[src/rtl/sim_ctrl_mmio_if.sv]
// sim_ctrl_mmio_if: CPU data-memory load/store port plus the console byte stream
interface sim_ctrl_mmio_if;
    logic        mem_we;
    logic        mem_re;
    logic [31:0] mem_addr;
    logic [31:0] mem_wdata;
    logic [31:0] mem_rdata;
    logic        char_valid;
    logic [7:0]  char_data;
    logic        char_ready;

    modport master (
        output mem_we, mem_re, mem_addr, mem_wdata, char_ready,
        input  mem_rdata, char_valid, char_data
    );

    modport slave (
        input  mem_we, mem_re, mem_addr, mem_wdata, char_ready,
        output mem_rdata, char_valid, char_data
    );
endinterface

[src/rtl/sim_ctrl_mmio.sv]
// sim_ctrl_mmio: console FIFO, cycle counter, TOHOST run control and watchdog on the data bus
module sim_ctrl_mmio #(
    parameter logic [31:0] BASE_ADDR      = 32'h0001_0000,
    parameter int unsigned FIFO_DEPTH     = 8,
    parameter logic [31:0] TIMEOUT_CYCLES = 32'd1000
) (
    input  logic           clk,
    input  logic           rst_n,
    sim_ctrl_mmio_if.slave bus,
    output logic           o_done,
    output logic           o_pass,
    output logic           o_timeout,
    output logic [30:0]    o_fail_code
);
    localparam int AW = $clog2(FIFO_DEPTH);
    localparam int CW = AW + 1;

    typedef enum logic [1:0] {RUN, PASS, FAIL, TIMEOUT} state_t;

    state_t        r_state;
    logic [31:0]   r_cycle;
    logic [31:0]   r_tohost;
    logic [7:0]    r_mem [FIFO_DEPTH];
    logic [AW-1:0] r_wptr;
    logic [AW-1:0] r_rptr;
    logic [CW-1:0] r_count;
    logic [7:0]    r_head;
    logic          r_ovf;

    logic          w_sel;
    logic [1:0]    w_off;
    logic          w_wr_con;
    logic          w_wr_host;
    logic          w_to;
    logic          w_full;
    logic          w_pop;
    logic          w_push;
    logic [AW-1:0] w_rnext;
    logic [31:0]   w_status;
    logic          w_unused;

    assign w_sel     = bus.mem_addr[31:4] == BASE_ADDR[31:4];
    assign w_off     = bus.mem_addr[3:2];
    assign w_unused  = ^bus.mem_addr[1:0];
    assign w_wr_con  = bus.mem_we && w_sel && w_off == 2'd0;
    assign w_wr_host = bus.mem_we && w_sel && w_off == 2'd2 && bus.mem_wdata != 32'd0;
    assign w_to      = TIMEOUT_CYCLES != 32'd0 && r_cycle == TIMEOUT_CYCLES - 32'd1;
    assign w_full    = r_count == CW'(FIFO_DEPTH);
    assign w_pop     = r_count != '0 && bus.char_ready;
    // a full FIFO still takes the byte when the head leaves in the same cycle
    assign w_push    = w_wr_con && (!w_full || w_pop);
    assign w_rnext   = r_rptr + 1'b1;
    assign w_status  = {16'd0, 8'(r_count), 4'd0, r_ovf, o_timeout, o_pass, o_done};

    assign bus.char_valid = r_count != '0;
    assign bus.char_data  = r_head;
    assign bus.mem_rdata  = !(bus.mem_re && w_sel) ? 32'd0 :
                            w_off == 2'd1 ? w_status :
                            w_off == 2'd2 ? r_tohost :
                            w_off == 2'd3 ? r_cycle : 32'd0;

    // run-control FSM: a TOHOST write beats the watchdog, CYCLE counts only while staying in RUN
    always_ff @(posedge clk or negedge rst_n) begin
        if (!rst_n) begin
            r_state     <= RUN;
            r_cycle     <= 32'd0;
            r_tohost    <= 32'd0;
            o_done      <= 1'b0;
            o_pass      <= 1'b0;
            o_timeout   <= 1'b0;
            o_fail_code <= 31'd0;
        end else if (r_state == RUN) begin
            if (w_wr_host) begin
                r_tohost    <= bus.mem_wdata;
                r_state     <= bus.mem_wdata == 32'd1 ? PASS : FAIL;
                o_done      <= 1'b1;
                o_pass      <= bus.mem_wdata == 32'd1;
                o_fail_code <= bus.mem_wdata == 32'd1 ? 31'd0 : bus.mem_wdata[31:1];
            end else if (w_to) begin
                r_state   <= TIMEOUT;
                o_done    <= 1'b1;
                o_timeout <= 1'b1;
            end else begin
                r_cycle <= r_cycle + 32'd1;
            end
        end
    end

    // FIFO storage needs no reset; emptiness is tracked by the count
    always_ff @(posedge clk) begin
        if (w_push) r_mem[r_wptr] <= bus.mem_wdata[7:0];
    end

    // FIFO pointers, count, registered head byte and sticky overflow
    always_ff @(posedge clk or negedge rst_n) begin
        if (!rst_n) begin
            r_wptr  <= '0;
            r_rptr  <= '0;
            r_count <= '0;
            r_head  <= 8'd0;
            r_ovf   <= 1'b0;
        end else begin
            if (w_push) r_wptr <= r_wptr + 1'b1;
            if (w_pop) r_rptr <= w_rnext;
            r_count <= r_count + CW'(w_push) - CW'(w_pop);
            if (w_wr_con && !w_push) r_ovf <= 1'b1;
            if (w_pop && r_count > CW'(1)) r_head <= r_mem[w_rnext];
            else if (w_push && (r_count == '0 || w_pop)) r_head <= bus.mem_wdata[7:0];
        end
    end
endmodule

[src/flat_wrapper.sv]
// flat-port wrapper written by rule: the top's interface ports become plain ports
module sim_ctrl_mmio_flat 
#(
    parameter logic [31:0] BASE_ADDR      = 32'h0001_0000,
    parameter int unsigned FIFO_DEPTH     = 8,
    parameter logic [31:0] TIMEOUT_CYCLES = 32'd1000
)
  (clk, rst_n, o_done, o_pass, o_timeout, o_fail_code, bus_mem_we, bus_mem_re, bus_mem_addr, bus_mem_wdata, bus_char_ready, bus_mem_rdata, bus_char_valid, bus_char_data);
  sim_ctrl_mmio_if bus_i ();
  input  logic clk;
  input  logic rst_n;
  output logic o_done;
  output logic o_pass;
  output logic o_timeout;
  output logic [30:0] o_fail_code;
  input wire logic [$bits(bus_i.mem_we)-1:0] bus_mem_we;
  input wire logic [$bits(bus_i.mem_re)-1:0] bus_mem_re;
  input wire logic [$bits(bus_i.mem_addr)-1:0] bus_mem_addr;
  input wire logic [$bits(bus_i.mem_wdata)-1:0] bus_mem_wdata;
  input wire logic [$bits(bus_i.char_ready)-1:0] bus_char_ready;
  output wire logic [$bits(bus_i.mem_rdata)-1:0] bus_mem_rdata;
  output wire logic [$bits(bus_i.char_valid)-1:0] bus_char_valid;
  output wire logic [$bits(bus_i.char_data)-1:0] bus_char_data;
  assign bus_i.mem_we = bus_mem_we;
  assign bus_i.mem_re = bus_mem_re;
  assign bus_i.mem_addr = bus_mem_addr;
  assign bus_i.mem_wdata = bus_mem_wdata;
  assign bus_i.char_ready = bus_char_ready;
  assign bus_mem_rdata = bus_i.mem_rdata;
  assign bus_char_valid = bus_i.char_valid;
  assign bus_char_data = bus_i.char_data;
  sim_ctrl_mmio #(.BASE_ADDR(BASE_ADDR), .FIFO_DEPTH(FIFO_DEPTH), .TIMEOUT_CYCLES(TIMEOUT_CYCLES)) u_core (.clk(clk), .rst_n(rst_n), .bus(bus_i), .o_done(o_done), .o_pass(o_pass), .o_timeout(o_timeout), .o_fail_code(o_fail_code));
endmodule
[config.mk]
export PLATFORM = sky130hd
export DESIGN_NAME = sim_ctrl_mmio_flat
export DESIGN_NICKNAME = d
export VERILOG_FILES = /design/src/rtl/sim_ctrl_mmio_if.sv /design/src/rtl/sim_ctrl_mmio.sv /design/src/flat_wrapper.sv
export SDC_FILE = /design/constraint.sdc
export NUM_CORES = 1
export LEC_CHECK = 0
export ABC_CLOCK_PERIOD_IN_PS = 2700
export CAP_MARGIN = 20
export CORE_MARGIN = 2
export CORE_UTILIZATION = 48
export DETAILED_ROUTE_END_ITERATION = 8
export PLACE_DENSITY_LB_ADDON = 0.2
export SLEW_MARGIN = 40
export SYNTH_ARGS = -nofsm -noshare
export SYNTH_HDL_FRONTEND = slang
export SYNTH_SLANG_ARGS = --single-unit
[constraint.sdc]
create_clock -name clk -period 2.7 [get_ports clk]
set_clock_uncertainty 0.05 [all_clocks]
set_input_delay 0.54 -clock clk [delete_from_list [all_inputs] [get_ports clk]]
set_output_delay 0.54 -clock clk [all_outputs]
set_load 0.1 [all_outputs]
==> results.py, run 1 <==
metrics = {
    "finish": {
        "area_growth_syn_to_layout_pct": 40.3,
        "num-fill-cells": 1187,
        "drive_gt1_share_pct": 29.6,
        "mostFrequentLayoutCells": "nand2_1, dfrtp_1, buf_4, edfxtp_1, buf_12",
        "multiInputGateArea_um2": 3470,
        "final_nets": 994,
        "antennaDiodeCount": 0,
        "final_common_cell": "nand2_1",
        "seqCellArea_um2": 4900,
    },
    "grt": {
        "grt_max_degree": 48,
        "antenna_found_initial": 0,
        "grt-ovfl-total": 0,
        "grt_pass1_wl_um": 33600,
        "grt_pass1_vias": 6590,
        "grt.total_usage_pct": 23.9,
    },
    "place": {
        "port-buffer-count": 141,
        "place.gp.congestion": 0.889,
        "dp_slack_ps": -484,
        "hpwlAfterDp_um": 15000,
    },
    "worst_setup_path": {
        "crit_fanout": 8,
        "max_stage_delay_ps": 290,
        "cp.required_ps": 2110,
        "end_kind": "output pin",
        "slowest_stage": "nor4_4",
        "start_kind": "input port",
        "cp_cell_sequence": "clkdlybuf4s15_1 -> nor4_4 -> nand3_2 -> nor2_4 -> nand3_4 -> buf_12 -> nor2_4 -> buf_12",
        "crit_type": "in -> out",
        "critPathLaunch": "bus_mem_addr[18]",
        "reg2reg_from": "u_core.r_count[2]",
        "arrival_ps": 2030,
    },
    "route": {
        "num_vias": 6222,
        "wl_per_cell_um": 17.9,
        "dr.first_iter.drc_count": 342,
        "drt_pass1_iterations": 5,
        "wl_um": 20500,
        "remaining_drc_errors": 0,
        "via_per_inst": 5.42,
        "ant_nets": 0,
    },
    "floorplanning": {
        "ios": 144,
        "core_area_um2": 16700,
        "rows": 47,
        "die-area_um2": 18200,
        "die_w_um": 135,
        "die_y_um": 135,
        "start_util_pct": 49.3,
    },
    "timing": {
        "max_slew_margin_pct": 52.1,
        "hold_slack_ps": 424,
        "maxSlewViolCount": 0,
        "hold_violations": 0,
        "fmax_ghz": 0.382,
        "finalSetupViolCount": 0,
        "worstMarginPinSlew_ps": 718,
        "tns_ps": 0,
        "post-route-period-util_pct": 97.0,
        "period_minus_slack_ps": 2620,
        "finalWorstSetupSlack_ps": 80.8,
    },
    "outcome": {
        "status": "complete, no violations",
    },
    "clock_network": {
        "insertion_delay_ps": 430,
        "cts_tree": "done",
        "cts_max_level": 4,
        "cts_buffers": 17,
        "clk_pin_slew_ps": 70,
        "clock_sinks": 183,
        "root_buffer": "clkbuf_16",
        "cts_buffer_depth": 2,
    },
    "yosys": {
        "synth_cell_types": 44,
        "synth_seq_area_share_pct": 59.5,
        "synth.cell_area_um2": 8230,
        "synth-edff-count": 64,
        "synth_seq_cells": 183,
        "async_flop_share_pct": 65.0,
        "ys_warn_count": 0,
        "syn_area_per_cell_um2": 11.5,
        "synth_cells": 714,
        "syn-num-nets": 794,
        "dominantRegCellSynth": "dfrtp_1",
    },
    "power_and_ir_drop": {
        "leakage_nw": 5.06,
        "power_density_nw_per_um2": 668,
        "finalPower_mw": 7.71,
        "vdd_drop_max_mv": 0.668,
    },
    "worst_hold_path": {
        "worstHoldStart": "u_core.r_tohost[19]",
        "hold_path_class": "reg -> reg",
    },
    "run": {
        "maxCapViolCount": 0,
    },
}
state kept, by name, indices dropped and copies added (netlist names):
signal / count
u_core.r_state: 2
u_core.bus.char_data: 8
u_core.r_mem: 64
u_core.r_ovf: 1
u_core.o_done: 1
u_core.r_rptr: 3
u_core.o_timeout: 1
u_core.o_pass: 1
u_core.o_fail_code: 31
u_core.r_wptr: 3
u_core.r_cycle: 32
u_core.r_count: 4
u_core.r_tohost: 32
Yosys cell counts (all sizes together) (2+ instances only):
cell / instances / area (µm²)
nor4b: 3 / 32.5
nor3b: 2 / 15.0
inv: 14 / 52.6
a21o: 2 / 15.0
nand2b: 2 / 12.5
mux4: 16 / 360
nor4: 29 / 241
xnor2: 22 / 193
buf: 16 / 114
clkbuf: 14 / 52.6
edfxtp: 64 / 1920
nor3: 11 / 60.1
nand2: 183 / 687
or3: 5 / 36.3
nand3: 13 / 70.1
o21bai: 2 / 15.0
xor2: 16 / 140
ha: 10 / 125
nor2b: 9 / 56.3
a211oi: 8 / 60.1
mux2: 3 / 33.8
dfrtp: 119 / 2980
nor2: 57 / 214
a21oi: 19 / 95.1
o211a: 2 / 20.0
a41o: 2 / 20.0
or2: 2 / 12.5
mux2i: 40 / 400
and3: 5 / 31.3
nand4: 17 / 106
cells by family (layout without fill, tap and decap cells):
| group | Yosys count | after routing | synth area share [%] |
|---|---|---|---|
| AOI/OAI and AO/OA | 38 | 38 | 2.98 |
| xor gates and xnor gates | 38 | 38 | 4.04 |
| buffers and inverters | 44 | 257 | 2.66 |
| adders and majority gates | 11 | 11 | 1.76 |
| muxes | 59 | 59 | 9.65 |
| DFF | 183 | 183 | 59.5 |
| and+or+nand+nor | 341 | 341 | 19.4 |
critical path: cells and delay by family:
kind / cells / cell delay (ps)
AND/OR/NAND/NOR: 5 / 890
buffers and inverters: 3 / 580
final timing paths:
path,cells after the start,to,slack (ps)
setup reg to reg,10,u_core.r_mem[6][3],180
hold reg to reg,2,u_core.r_tohost[19],420
max in group asynchronous,3,u_core.r_tohost[31],1390
min in group asynchronous,2,u_core.bus.char_data[6],530
setup / recovery,8,bus_mem_rdata[12],80
hold / removal,2,u_core.r_tohost[19],420
metrics by stage:
step | std cells | instance area [µm²] | utilization [%]
after floorplan | 714 | 8590 | -
after global placement | 1104 | 10900 | 65.0
after detailed placement | 1104 | 10900 | 65.0
after CTS | 1142 | 11500 | 69.1
after global routing | 1147 | 11600 | 69.2
final | 1147 | 11600 | 69.2
layer usage:
layer / vias up / GRT usage (%) / routed length, µm
met1: 3096 / 28.7 / 8220
met2: 178 / 42.4 / 10900
met3: 45 / 4.73 / 850
li1: 2903 / - / -
met5: - / 0 / 0
met4: 0 / 9.26 / 565
area by class of cell:
type	instances	area share, %
Tap cell	220	2.38
Clock inverter	14	1.74
Clock buffer	18	3.71
Sequential cell	183	42.4
Inverter	14	0.455
Multi-Input combinational cell	487	30.1
Timing Repair Buffer	211	19.2
timing repair:
item,in CTS,in global routing
hold buffers,1,0
pin swaps,16,15
endpoints found under the hold margin,1,0
gates resized for setup,55,36
setup buffers,4,5
endpoints found under the setup margin,38,40
cloned,1,0
power breakdown:
group / leakage [nW] / total, mW / internal (mW) / switching [mW]
Clock: 0.308 / 2.60 / 1.43 / 1.17
Combinational: 2.63 / 2.03 / 0.789 / 1.25
Sequential: 2.13 / 3.08 / 3.00 / 0.0856
(Power assumes the default switching activity.)
==> run 2, diff against run 1 <==
--- a/config.mk
+++ b/config.mk
@@ -8,7 +8,9 @@
 export ABC_CLOCK_PERIOD_IN_PS = 2700
 export CAP_MARGIN = 20
 export CORE_MARGIN = 2
-export CORE_UTILIZATION = 48
+export CORE_UTILIZATION = 50
+export CTS_BUF_LIST = sky130_fd_sc_hd__clkbuf_8
+export CTS_CLUSTER_DIAMETER = 150
 export DETAILED_ROUTE_END_ITERATION = 8
 export PLACE_DENSITY_LB_ADDON = 0.2
 export SLEW_MARGIN = 40
==> run 2 against run 1 <==
Effect of this change:
- worst setup slack worse by 68 ps
- routed wire length is 0.14% higher
- sequential cell count stayed put
- die area is 3.9% lower
- non-clock buffer count is 1 lower
- count of clock-buffer cells in the layout stayed put
- fmax is 2.5% lower
- final area is 1.8% lower
- via count is 0.18% lower
- sequential power hardly changed
- register-to-register slack hardly changed
- power is 8.2% lower
- largest cell class unchanged
==> results.py, run 2 (same netlist as run 1, synthesis figures left out) <==
metrics = {
    "place": {
        "hpwlAfterDp_um": 14700,
        "place_area_um2": 10800,
        "dp_cells": 1098,
        "place.gp.congestion": 0.886,
        "port-buffer-count": 141,
    },
    "timing": {
        "tns_ps": 0,
        "rsz0062_at_grt": "true",
        "fmax_ghz": 0.372,
        "period_minus_slack_ps": 2690,
        "hold_violations": 0,
        "max_slew_margin_pct": 48.4,
        "finalSetupViolCount": 0,
        "worstMarginPinSlew_ps": 774,
        "post-route-period-util_pct": 99.5,
        "maxSlewViolCount": 0,
    },
    "worst_setup_path": {
        "crit_type": "in -> out",
        "r2r_cells": 10,
        "reg2reg_to": "u_core.r_mem[6][0]",
        "r2r_slack_ps": 170,
        "reg2reg_from": "u_core.r_count[2]",
        "end_kind": "output pin",
        "arrival_ps": 2100,
        "crit_fanout": 4,
        "start_kind": "input port",
        "cp.required_ps": 2110,
    },
    "floorplanning": {
        "ios": 144,
        "rows": 46,
        "die-area_um2": 17500,
        "die_y_um": 132,
        "core_area_um2": 16000,
        "die_w_um": 132,
        "start_util_pct": 51.5,
    },
    "finish": {
        "num-fill-cells": 1107,
        "instances_no_fill": 1142,
        "top_register": "u_core.r_mem",
        "multiInputGateArea_um2": 3470,
        "largest_registers": "u_core.r_mem (64), u_core.r_cycle (32), u_core.r_tohost (32)",
        "mostFrequentLayoutCells": "nand2_1, dfrtp_1, buf_4, edfxtp_1, mux2i_1",
        "final_cell_area_um2": 11300,
        "drive_gt1_share_pct": 29.4,
        "seqCellArea_um2": 4900,
        "final_common_cell": "nand2_1",
        "final_nets": 993,
        "largest_reg_flops": 64,
        "area_growth_syn_to_layout_pct": 37.8,
        "post-route-util_pct": 70.9,
        "antennaDiodeCount": 0,
    },
    "worst_hold_path": {
        "hold_path_end": "u_core.r_tohost[9]",
        "hold_path_class": "reg -> reg",
        "hold_depth": 2,
        "worstHoldStart": "u_core.r_tohost[9]",
    },
    "power_and_ir_drop": {
        "vdd_drop_max_mv": 0.539,
        "switching_share_pct": 34.0,
        "finalPower_mw": 7.08,
        "power_density_nw_per_um2": 624,
        "seqPwrFrac_pct": 43.5,
        "leakage_nw": 4.96,
        "clockPowerShare_pct": 27.8,
        "p_comb_share_pct": 28.7,
        "switchingPower_mw": 2.40,
        "internal_power_mw": 4.67,
    },
    "grt": {
        "antenna_found_initial": 0,
        "grt_pass1_wl_um": 33800,
        "grt-ovfl-total": 0,
        "grt_max_degree": 74,
        "grt.total_usage_pct": 24.6,
        "grt_pass1_vias": 6584,
    },
    "route": {
        "drt_pass1_iterations": 4,
        "wl_per_cell_um": 18.0,
        "via_per_inst": 5.44,
        "dr.first_iter.drc_count": 287,
        "wl_um": 20600,
        "remaining_drc_errors": 0,
        "ant_nets": 0,
        "num_vias": 6211,
    },
    "clock_network": {
        "root_buffer": "clkbuf_8",
        "clock_sinks": 183,
        "cts_buffer_depth": 2,
        "cts_tree": "done",
        "insertion_delay_ps": 470,
        "cts_max_level": 4,
        "clk_pin_slew_ps": 90,
        "cts_buffers": 17,
    },
    "run": {
        "maxCapViolCount": 0,
    },
    "outcome": {
        "status": "complete, no violations",
    },
}
run 2: changes by cell type in the layout (fill, tap and decap cells not counted), moves of 2 or more:
cell,previous run,this run
clkbuf_16,17,0
buf_12,42,39
clkbuf_8,0,18
buf_4,101,99
clkbuf_2,12,6
buf_16,1,3
dlygate4sd2_1,3,6
buf_2,4,11
run 2: repair_timing:
item	4_1_cts	5_1_grt
hold buffers	1	0
pin swaps	16	15
resized for setup	74	22
setup buffers	8	2
endpoints found under the hold margin	22	0
cloned	3	0
setup endpoints to repair	32	44
run 2: area by class of cell:
type / instances / share of cell area, %
timing repair buffer: 210 / 19.5
clock buffer: 18 / 2.18
inverter: 14 / 0.463
tap: 216 / 2.38
sequential: 183 / 43.2
clock inverter: 14 / 1.67
multi-input combinational: 487 / 30.6
run 2: worst max-delay path by stage:
stage | from | endpoint | slack [ps] | depth (start not counted)
floorplan | bus_mem_addr[14] | u_core.r_mem[1][0] | -220 | 5
global placement | bus_mem_wdata[1] | u_core.r_cycle[1] | -330 | 8
detailed placement | bus_mem_addr[6] | u_core.r_mem[6][4] | -420 | 11
CTS | bus_mem_addr[13] | bus_mem_rdata[14] | 0.5 | 10
global route | bus_mem_addr[8] | bus_mem_rdata[12] | -80 | 10
finish | bus_mem_addr[21] | bus_mem_rdata[7] | 10 | 9
run 2: per-layer routing:
layer | GRT usage, % | wire length (µm) | vias up
li1 | - | - | 2885
met1 | 29.6 | 8150 | 3119
met2 | 43.7 | 11000 | 174
met3 | 5.31 | 980 | 33
met4 | 8.54 | 428 | 0
met5 | 0 | 0 | -
run 2: power groups by stage:
stage	Sequential, mW	Combinational (mW)	Clock (mW)
after CTS	3.08	2.05	2.00
after global placement	3.12	1.98	0
after global routing	3.09	2.18	2.11
final	3.08	2.03	1.97
after floorplan	3.55	1.05	0
after detailed placement	3.14	2.06	0
run 2: per-stage QoR:
stage	setup slack (ps)	hold slack (ps)
after floorplan	-223	194
after global placement	-326	401
after detailed placement	-425	405
after CTS	0.522	428
after global routing	-78.8	448
final	13.0	426
run 2: critical path: stages:
cell and delay, ps:
dlygate4sd2_1 260, nor4_4 250, nand3_2 150, nor2_4 160, nand3_4 130, buf_6 150
buf_16 140, nor2_4 130, buf_12 180
==> run 3, diff against run 2 <==
--- a/config.mk
+++ b/config.mk
@@ -12,7 +12,7 @@
 export CTS_BUF_LIST = sky130_fd_sc_hd__clkbuf_8
 export CTS_CLUSTER_DIAMETER = 150
 export DETAILED_ROUTE_END_ITERATION = 8
-export PLACE_DENSITY_LB_ADDON = 0.2
+export PLACE_DENSITY = 0.79
 export SLEW_MARGIN = 40
 export SYNTH_ARGS = -nofsm -noshare
 export SYNTH_HDL_FRONTEND = slang
==> run 3 against run 2 <==
Effect of this change:
- combinational power hardly changed
- global-route usage is 0.44 points lower
- via count hardly changed
- sequential share of layout area is 0.19 points higher
- hold slack worse by 390 ps
- sequential power hardly changed
- critical endpoint is now bus_mem_rdata[18]
- largest power group unchanged
==> results.py, run 3 (same netlist as run 1, synthesis figures left out) <==
metrics = {
    "worst_setup_path": {
        "end_kind": "output pin",
        "r2r_slack_ps": 320,
        "cp.required_ps": 2110,
        "arrival_ps": 2070,
        "cp_cell_sequence": "clkdlybuf4s15_1 -> nor4_4 -> nand3_2 -> nor2_4 -> nand3_4 -> buf_16 -> nor2_4 -> buf_12",
        "crit_type": "in -> out",
        "start_kind": "input port",
        "timing.critical_path.mode_cell": "nor2_4",
        "slowest_stage": "nor4_4",
        "crit_fanout": 6,
        "max_stage_delay_ps": 270,
    },
    "route": {
        "dr.first_iter.drc_count": 396,
        "via_per_inst": 5.46,
        "remaining_drc_errors": 0,
        "drt_pass1_iterations": 5,
        "num_vias": 6206,
        "wl_per_cell_um": 18.0,
        "wl_um": 20500,
        "ant_nets": 0,
    },
    "timing": {
        "hold_violations": 0,
        "finalSetupViolCount": 0,
        "fmax_ghz": 0.376,
        "max_slew_margin_pct": 48.8,
        "worstMarginPinSlew_ps": 768,
        "period_minus_slack_ps": 2660,
        "post-route-period-util_pct": 98.5,
        "maxSlewViolCount": 0,
        "tns_ps": 0,
        "rsz0062_at_grt": "true",
    },
    "finish": {
        "top_register": "u_core.r_mem",
        "final_cell_area_um2": 11300,
        "drive_gt1_share_pct": 29.3,
        "mostFrequentLayoutCells": "nand2_1, dfrtp_1, buf_4, edfxtp_1, mux2i_1",
        "final_nets": 988,
        "largest_registers": "u_core.r_mem (64), u_core.r_cycle (32), u_core.r_tohost (32)",
        "final_common_cell": "nand2_1",
        "instances_no_fill": 1137,
        "area_growth_syn_to_layout_pct": 37.2,
        "largest_reg_flops": 64,
        "antennaDiodeCount": 0,
    },
    "floorplanning": {
        "die-area_um2": 17500,
        "ios": 144,
        "die_y_um": 132,
        "die_w_um": 132,
        "start_util_pct": 51.5,
        "rows": 46,
        "core_area_um2": 16000,
    },
    "place": {
        "hpwlAfterDp_um": 15200,
        "place.gp.congestion": 0.859,
        "dp_cells": 1099,
        "port-buffer-count": 141,
        "place_area_um2": 10800,
    },
    "grt": {
        "antenna_found_initial": 0,
        "grt_pass1_wl_um": 33100,
        "grt_pass1_vias": 6447,
        "grt.total_usage_pct": 24.1,
        "grt-ovfl-total": 0,
        "grt_max_degree": 49,
    },
    "power_and_ir_drop": {
        "clockPowerShare_pct": 25.8,
        "vdd_drop_max_mv": 0.520,
        "internal_power_mw": 4.54,
        "p_comb_share_pct": 29.6,
        "power_density_nw_per_um2": 611,
        "switching_share_pct": 34.2,
        "leakage_nw": 4.93,
        "switchingPower_mw": 2.36,
        "seqPwrFrac_pct": 44.6,
    },
    "outcome": {
        "status": "complete, no violations",
    },
    "clock_network": {
        "cts_buffers": 17,
        "holdBufCountCts": 0,
        "clk_pin_slew_ps": 100,
        "cts_max_level": 4,
        "cts_tree": "done",
        "clock_sinks": 183,
        "cts_buffer_depth": 2,
        "insertion_delay_ps": 460,
        "root_buffer": "clkbuf_8",
    },
    "worst_hold_path": {
        "hold_path_class": "in -> async",
    },
    "run": {
        "maxCapViolCount": 0,
    },
}
-- run 3: repair_timing --
item	4_1_cts	5_1_grt
gates resized for setup	87	22
cloned	2	0
setup endpoints to repair	33	27
pin swaps	13	8
buffers inserted	3	1
-- run 3: power groups by stage --
| stage | sequential (mW) | combinational, mW | clock (mW) |
|---|---|---|---|
| finish | 3.07 | 2.04 | 1.78 |
| global route | 3.09 | 2.18 | 1.93 |
| CTS | 3.07 | 2.06 | 1.81 |
| detailed placement | 3.13 | 2.06 | 0 |
| global placement | 3.12 | 1.97 | 0 |
| floorplan | 3.55 | 1.05 | 0 |
-- run 3: path summary, 6_finish.rpt --
kind	start	endpoint	cells past startpoint
min in group clk	u_core.r_tohost[17]	u_core.r_tohost[17]	2
hold / removal	rst_n	u_core.o_fail_code[26]	1
setup / recovery	bus_mem_addr[21]	bus_mem_rdata[18]	8
setup reg to reg	u_core.r_count[2]	u_core.r_mem[6][5]	10
max in group asynchronous	rst_n	u_core.o_fail_code[22]	2
hold reg to reg	u_core.r_tohost[17]	u_core.r_tohost[17]	2
-- run 3: through the flow --
stage / utilization [%] / hold WS (ps) / power [mW] / worst slack, ps
3_5_place_dp: 67.6 / 406 / 5.20 / -445
2_1_floorplan: - / 194 / 4.60 / -223
6_report: 70.6 / 32.8 / 6.90 / 40.3
5_1_grt: 70.6 / 51.8 / 7.20 / -27.8
4_1_cts: 70.3 / 36.1 / 6.94 / 4.67
3_3_place_gp: 67.6 / 400 / 5.09 / -306
-- run 3: metal layers --
| metal | up-vias | GRT usage (%) | wire length [µm] |
|---|---|---|---|
| met1 | 3103 | 30.0 | 8290 |
| met4 | 0 | 7.59 | 333 |
| met2 | 190 | 42.5 | 11000 |
| met3 | 28 | 4.96 | 908 |
| li1 | 2885 | - | - |
| met5 | - | 0 | 0 |
-- run 3: final cells by class --
class	instances	area, µm²
clock inverters	15	153
flip-flops and latches	183	4900
well taps	216	270
fillers	1116	4710
multi-input cells	487	3490
inverters	14	52.6
clock buffers	17	234
repair buffers	205	2200
-- run 3: critical path, delay by kind of cell --
family                 cells  cell delay, ps
AND/OR/NAND/NOR            5             920
buffers and inverters      3             600
